`src/rtl/ddr_req_arbiter.sv`:
```
// ddr_req_arbiter: merges the cache and bypass requesters onto one DDR af/wdf pair,
// holding a round-robin grant for a whole transaction with a combinational datapath.
module ddr_req_arbiter #(
    parameter int ADDR_W = 31,
    parameter int DATA_W = 128,
    parameter int MASK_W = 16,
    parameter int BEATS  = 2
) (
    input  logic                  clk,
    input  logic                  rst,
    input  logic [1:0]            req,
    input  logic [1:0]            is_rd,
    input  logic [2*ADDR_W-1:0]   rq_af_addr_din,
    input  logic [1:0]            rq_af_wr_en,
    input  logic [2*DATA_W-1:0]   rq_wdf_din,
    input  logic [2*MASK_W-1:0]   rq_wdf_mask_din,
    input  logic [1:0]            rq_wdf_wr_en,
    output logic [1:0]            rq_af_full,
    output logic [1:0]            rq_wdf_full,
    output logic [1:0]            grant,
    input  logic                  af_full,
    input  logic                  wdf_full,
    output logic [ADDR_W-1:0]     af_addr_din,
    output logic                  af_wr_en,
    output logic [DATA_W-1:0]     wdf_din,
    output logic [MASK_W-1:0]     wdf_mask_din,
    output logic                  wdf_wr_en,
    output logic                  proto_err
);
    localparam int CW = $clog2(BEATS + 1);
    typedef enum logic {IDLE, BUSY} state_t;
    state_t r_state, w_state;
    logic [1:0] r_grant, w_grant, w_cand;
    logic r_rd_lat, w_rd_lat, r_af_done, w_af_done, r_last, w_last, r_proto_err, w_proto_err;
    logic [CW-1:0] r_cnt, w_cnt, w_cnt_inc;
    logic w_af_push, w_wdf_push, w_beats_full, w_af_acc, w_wdf_acc, w_done, w_pick;
    always_comb begin
        w_af_push    = |(r_grant & rq_af_wr_en);
        w_wdf_push   = |(r_grant & rq_wdf_wr_en);
        w_beats_full = r_cnt == CW'(BEATS);
        w_af_acc     = w_af_push & ~af_full & ~r_af_done;
        // Reads carry no data and a write never carries more than BEATS beats.
        w_wdf_acc    = w_wdf_push & ~wdf_full & ~r_rd_lat & ~w_beats_full;
        w_proto_err  = r_proto_err | (|(~r_grant & (rq_af_wr_en | rq_wdf_wr_en)))
                     | (w_af_push & r_af_done) | (w_wdf_push & (r_rd_lat | w_beats_full));
        w_cnt_inc    = r_cnt + CW'(w_wdf_acc);
        w_done       = (r_state == BUSY) & (r_rd_lat ? w_af_acc
                     : (r_af_done | w_af_acc) & (w_cnt_inc == CW'(BEATS)));
        // On completion only the other requester may take over without an idle cycle.
        w_cand       = (r_state == IDLE) ? req : w_done ? req & ~r_grant : 2'b00;
        w_pick       = (&w_cand) ? ~r_last : w_cand[1];
        w_state      = r_state;
        w_grant      = r_grant;
        w_rd_lat     = r_rd_lat;
        w_last       = r_last;
        w_af_done    = r_af_done | w_af_acc;
        w_cnt        = w_cnt_inc;
        if (w_done) begin
            w_state   = IDLE;
            w_grant   = 2'b00;
            w_af_done = 1'b0;
            w_cnt     = '0;
        end
        if (|w_cand) begin
            w_state  = BUSY;
            w_grant  = w_pick ? 2'b10 : 2'b01;
            w_rd_lat = is_rd[w_pick];
            w_last   = w_pick;
        end
    end
    always_ff @(posedge clk or posedge rst) begin
        if (rst) begin
            r_state     <= IDLE;
            r_grant     <= 2'b00;
            r_rd_lat    <= 1'b0;
            r_af_done   <= 1'b0;
            r_cnt       <= '0;
            r_last      <= 1'b1;
            r_proto_err <= 1'b0;
        end else begin
            r_state     <= w_state;
            r_grant     <= w_grant;
            r_rd_lat    <= w_rd_lat;
            r_af_done   <= w_af_done;
            r_cnt       <= w_cnt;
            r_last      <= w_last;
            r_proto_err <= w_proto_err;
        end
    end
    always_comb begin
        grant        = r_grant;
        proto_err    = r_proto_err;
        rq_af_full   = ~r_grant | {2{af_full}};
        rq_wdf_full  = ~r_grant | {2{wdf_full}};
        af_wr_en     = w_af_acc;
        wdf_wr_en    = w_wdf_acc;
        af_addr_din  = r_grant[1] ? rq_af_addr_din[ADDR_W +: ADDR_W]
                     : r_grant[0] ? rq_af_addr_din[0 +: ADDR_W] : '0;
        wdf_din      = r_grant[1] ? rq_wdf_din[DATA_W +: DATA_W]
                     : r_grant[0] ? rq_wdf_din[0 +: DATA_W] : '0;
        wdf_mask_din = r_grant[1] ? rq_wdf_mask_din[MASK_W +: MASK_W]
                     : r_grant[0] ? rq_wdf_mask_din[0 +: MASK_W] : '0;
    end
endmodule

```
`config.mk`:
```
export PLATFORM = sky130hd
export DESIGN_NAME = ddr_req_arbiter
export DESIGN_NICKNAME = d
export VERILOG_FILES = /design/src/rtl/ddr_req_arbiter.sv
export SDC_FILE = /design/constraint.sdc
export NUM_CORES = 1
export LEC_CHECK = 0
export ABC_CLOCK_PERIOD_IN_PS = 3200
export BUFFER_PORTS_ARGS = -buffer_cell sky130_fd_sc_hd__buf_2
export CAP_MARGIN = 20
export CORE_AREA = 2 2 213 215
export CTS_CLUSTER_SIZE = 24
export DETAILED_ROUTE_END_ITERATION = 8
export DIE_AREA = 0 0 215 217
export GPL_TIMING_DRIVEN = 1
export SYNTH_ARGS = -nofsm -noshare
export SYNTH_HDL_FRONTEND = slang
export SYNTH_SLANG_ARGS = --single-unit
```
`constraint.sdc`:
```
create_clock -name clk -period 3.2 [get_ports clk]
set_input_delay 0.48 -clock clk [delete_from_list [all_inputs] [get_ports clk]]
set_output_delay 0.48 -clock clk [all_outputs]
set_load 0.01 [all_outputs]
```
### Word-level counts from Yosys, hierarchy flattened

Cells that the tools add are included.

* add/sub/neg operators: 1
* order comparisons: 1
* eq/ne operators: 2
* multiplexer cells: 19
* bitwise operators: 28
* reductions and logical operators: 6

Operator list (number)
* $mux W128: 2
* $mux W31: 2
* $mux W16: 2
* $mux W2: 6
* $and A1 B1 Y1: 9
* $and A2 B2 Y2: 4
* $reduce_or A2 Y1: 4
* $mux W1: 7
* $not A1 Y1: 6
* $or A2 B2 Y2: 3
* $or A1 B1 Y1: 5
* $eq A2 B2 Y1 const B: 2
* $add A2 B1 Y2: 1
* $lt A1 B2 Y1 const B: 1
* $not A2 Y2: 1
* $reduce_and A2 Y1: 1
* $reduce_bool A2 Y1: 1

* register bits: 9
* output and inout bits: 184
* logic and storage cells: 64

### Longest topological paths before layout

* word-level depth: 16
* mapped depth: 9
* gate-level depth less buffers: 8

### Worst setup path after synthesis

No wires, ideal clock.

* path kind: register to register
* start: reg r_grant[1], in the netlist grant[1]
* end: reg r_grant[0], in the netlist grant[0]
* setup time: 126 ps
* arrival: 2515 ps
* required time: 3074 ps
* slack: 559 ps
* cell stages (with the launch flop): 9
* buffers on the path: 2
* period minus slack after synthesis: 2641 ps
* cells stage by stage: dfrtp_1 buf_2 buf_2 a22oi_1 nor3b_1 ha_1 o31a_1 or2_4 a311o_1

* longest elaborated chain between the ends: 16
* elaborated cells on any way between the ends: 25
* classes of those cells: 1 x add/sub; 1 x eq/ne; 6 x mux; 12 x bitwise; 5 x reduce/logical

RTL lines
* start: declaration: line 33 `logic [1:0] r_grant, w_grant, w_cand;`
* start signal: assignment: line 82 `r_grant <= w_grant;`
* $and A2 B2 Y2 *: line 39 `w_wdf_push = |(r_grant & rq_wdf_wr_en);`
* $reduce_or A2 Y1 *: line 39
* $and A1 B1 Y1 * (3 in series): line 43 `w_wdf_acc = w_wdf_push & ~wdf_full & ~r_rd_lat & ~w_beats_full;`
* named net wdf_wr_en: line 27 `output logic wdf_wr_en,`
* $add A2 B1 Y2 *: line 46 `w_cnt_inc = r_cnt + CW'(w_wdf_acc);`
* $eq A2 B2 Y1 *: line 48 `: (r_af_done | w_af_acc) & (w_cnt_inc == CW'(BEATS)));`
* $and A1 B1 Y1 *: line 48
* $mux W1 *: line 47 `w_done = (r_state == BUSY) & (r_rd_lat ? w_af_acc`
* $and A1 B1 Y1 *: line 47
* $mux W2 (2 in series): line 50 `w_cand = (r_state == IDLE) ? req : w_done ? req & ~r_grant : 2'b00;`
* $reduce_and A2 Y1: line 51 `w_pick = (&w_cand) ? ~r_last : w_cand[1];`
* $mux W1: line 51
* $mux W2: line 66 `w_grant = w_pick ? 2'b10 : 2'b01;`
* $mux W2: line 64 `if (|w_cand) begin`

The timed path passes the listed nets; every way through them passes the cells marked *.
A chain may end at the register's enable or synchronous reset.

### Worst setup path after layout

* start: reg r_grant[1], in the netlist grant[1]
* end: out wdf_din[67]

* longest elaborated chain between the ends: 1

RTL lines
* $mux W128: line 99 `wdf_din = r_grant[1] ? rq_wdf_din[DATA_W +: DATA_W]`
* end: declaration: line 25 `output logic [DATA_W-1:0] wdf_din,`

Every way passes these cells.

==> metrics <==
Synthesis Warnings=0; setup repair after global routing missed its margin=no; htree depth=1; gate count of the mapped netlist=around 290; TritonCTS clock tree=done; top routing layer in use=met5; wire length per cell after detailed routing=15.9 um; Fmax=0.400 GHz; Die Span Y=~220 um; largest net degree at the start of global routing=96; metal3 WL=approximately 4200 um; synthesized area divided by synthesized cell count=8.04 um^2; Final Hold Fails=0; number of setup buffers added after CTS=0; Die Wd=between 200 and 250 um; Worst Hold Slack=around 0.21 ns; Post-Synthesis Net Count=649; count of distinct cell types in the synthesized netlist=32; final count of pins violating max slew=0; Lkg Pwr=approximately 3.3 nW; routed length on met2=8950 um; Setup crit end=wdf_din[67]; Max FO, Critical Path=81; most common cell after layout, fill and taps aside=sky130_fd_sc_hd__buf_2; Starting Density=0.0515; final-layout setup total negative slack=0 ns; maximum buffer depth of the clock tree=2; worst r2r src=grant[1]$_DFFE_PP0P_; layout cell share with drive strength beyond 1=0.698; arrival time of data at the critical path endpoint=2.02 ns; core footprint=between 40,000 and 50,000 um^2; number of gates on the worst path with buffers counted=3; number of global-route vias before repair=4,239; number of buffers created by CTS=3; hold crit path type=input port to asynchronous set/reset pin; CP required=2.72 ns; first-pass iteration count of the detailed router=4; cells along the critical path=buf_4 > a22o_1 > buf_2; number of nets with antenna violations after detailed routing=0; type of the worst setup path=flip-flop to primary output; wirelength, routed=22,500 um; post-synthesis instance area=2300 um^2; clock root buffer master=sky130_fd_sc_hd__clkbuf_16; number of clock sinks=9; r2r worst-path depth=6; clock period minus worst slack=2.50 ns; number of remaining DRC errors=0; synthesis-to-layout area growth=152%; post-route clock skew=around 0.0021 ns; routability-driven placement congestion ratio=0.911; cell with the largest stage delay on the worst path=sky130_fd_sc_hd__buf_4; area of placed instances=between 5000 and 6000 um^2; Met1 Wirelength=just under 9000 um; I/O pin total=546; share of synthesized area occupied by flip-flops and latches=0.0985; 1st-iter DRT viols=roughly 400; count of final setup violators=0; via count=slightly below 5,000; Clock Latency Late Sink=around 0.23 ns; critical path launch point type=flip-flop; launching element of the worst setup path=grant[1]$_DFFE_PP0P_; number of resized instances in the post-cts repair step=0; number of rows in the core area=78; worst slew margin relative to its limit=0.437; CTS clock-pin slew for the worst setup and hold paths=0.04 ns; finished layout cell area=5790 um^2; period utilization=0.781; residual overflow from global routing=0; largest stage delay on the critical path=between 0.6 and 0.7 ns; port buffer count=545; antenna violations before repair=17; total power per unit cell area=673 nW/um^2; first-pass GRT wire length=28,200 um; commonest non-fill, non-tap cells in the layout=545 x sky130_fd_sc_hd__buf_2, 175 x sky130_fd_sc_hd__a22o_1, 8 x sky130_fd_sc_hd__nand2_1; CTS Hold Bufs=0; endpoint of the worst register-to-register path=grant[0]$_DFFE_PP0P_; total of flip-flops plus latches after synthesis=9; number of buffers and inverters on the critical path=2; combined global-route utilization of all metal layers=0.0817; Final Net Count=1,164; crit end category=primary output; HPWL after detailed placement=19,300 um; Via-to-Cell Ratio=3.52; final cell count without fillers=1,410; Die Area=around 47,000 um^2; cell count after placement=around 1,400; Peak supply drop=0.367 mV; reported max-cap violation count=0; slew at the pin with the worst max-slew slack=0.845 ns; register-to-register path setup slack=0.85 ns; kind of cell with the highest combined delay on the critical path=buffers and inverters; status=finished clean
## worst min path at each step
stage                     start                    to  cells past startpoint
after floorplan             rst  grant[0]$_DFFE_PP0P_                      1
final                       rst  grant[1]$_DFFE_PP0P_                      2
after detailed placement    rst   proto_err$_DFF_PP0_                      2
after CTS                   rst  r_rd_lat$_DFFE_PP0P_                      2
after global routing        rst  grant[1]$_DFFE_PP0P_                      2
after global placement      rst   proto_err$_DFF_PP0_                      2
## stage by stage
stage,total power (W),worst slack (ns),utilization
finish,0.00390,0.700,0.130
global route,0.00411,0.622,0.129
CTS,0.00386,0.716,0.129
detailed placement,0.00363,0.869,0.127
global placement,0.00360,0.859,0.127
floorplan,0.00216,0.559,-
## sequential cells by signal, indices dropped and copies added (netlist names)
signal / count
grant: 2
r_cnt: 2
proto_err: 1
r_rd_lat: 1
r_state: 1
r_last: 1
r_af_done: 1
## metal layers
layer  up-vias  global-route usage
li1       2256                   -
met1      2313               0.103
met2       355               0.108
met3        30              0.0614
met4        16              0.0154
met5         -              0.0156
## logic make-up (layout without fill, tap and decap cells)
| logic type | Yosys count | count (layout) | share of synthesized area |
|---|---|---|---|
| other | 0 | 10 | 0 |
| adders and majority gates | 1 | 1 | 0.00544 |
| buffers and inverters | 46 | 560 | 0.0865 |
| xor gates and xnor gates | 1 | 1 | 0.00381 |
| AOI/OAI and AO/OA | 195 | 195 | 0.731 |
| DFF | 9 | 9 | 0.0985 |
| and+or+nand+nor | 34 | 34 | 0.0751 |
## final cells by class
cell class | instances | area (um^2)
sequential | 9 | 230
tap | 600 | 751
antenna | 10 | 25.0
inverter | 6 | 22.5
multi-input combinational | 231 | 1880
clock buffer | 4 | 78.8
fill | 5163 | 38900
timing repair buffer | 550 | 2800
## synth_stat cells, drive strengths merged
cell type,instances,area [um^2]
o22ai,1,6.26
o21bai,1,7.51
dfstp,1,26.3
o2111ai,1,8.76
a31o,1,8.76
nor2,7,26.3
o21ai,4,20.0
o41ai,1,8.76
nor2b,2,12.5
o31a,1,8.76
and2,1,6.26
a21oi,3,18.8
nand3,3,15.0
o221ai,2,17.5
nand2b,7,43.8
ha,1,12.5
nor3,3,15.0
a221o,1,10.0
o211ai,2,15.0
nor3b,2,15.0
xnor2,1,8.76
inv,6,22.5
dfrtp,8,200
a22oi,1,7.51
or2,1,8.76
a311o,1,10.0
clkbuf,18,67.6
buf,22,109
a22o,175,1530
nand2,8,30.0
## power by group
part	internal [W]	total (W)	switching (W)
registers	0.000165	0.000228	0.0000632
clock network	0.000167	0.000221	0.0000547
logic	0.00149	0.00345	0.00196
total	0.00182	0.00390	0.00208
(Power assumes the default switching activity.)
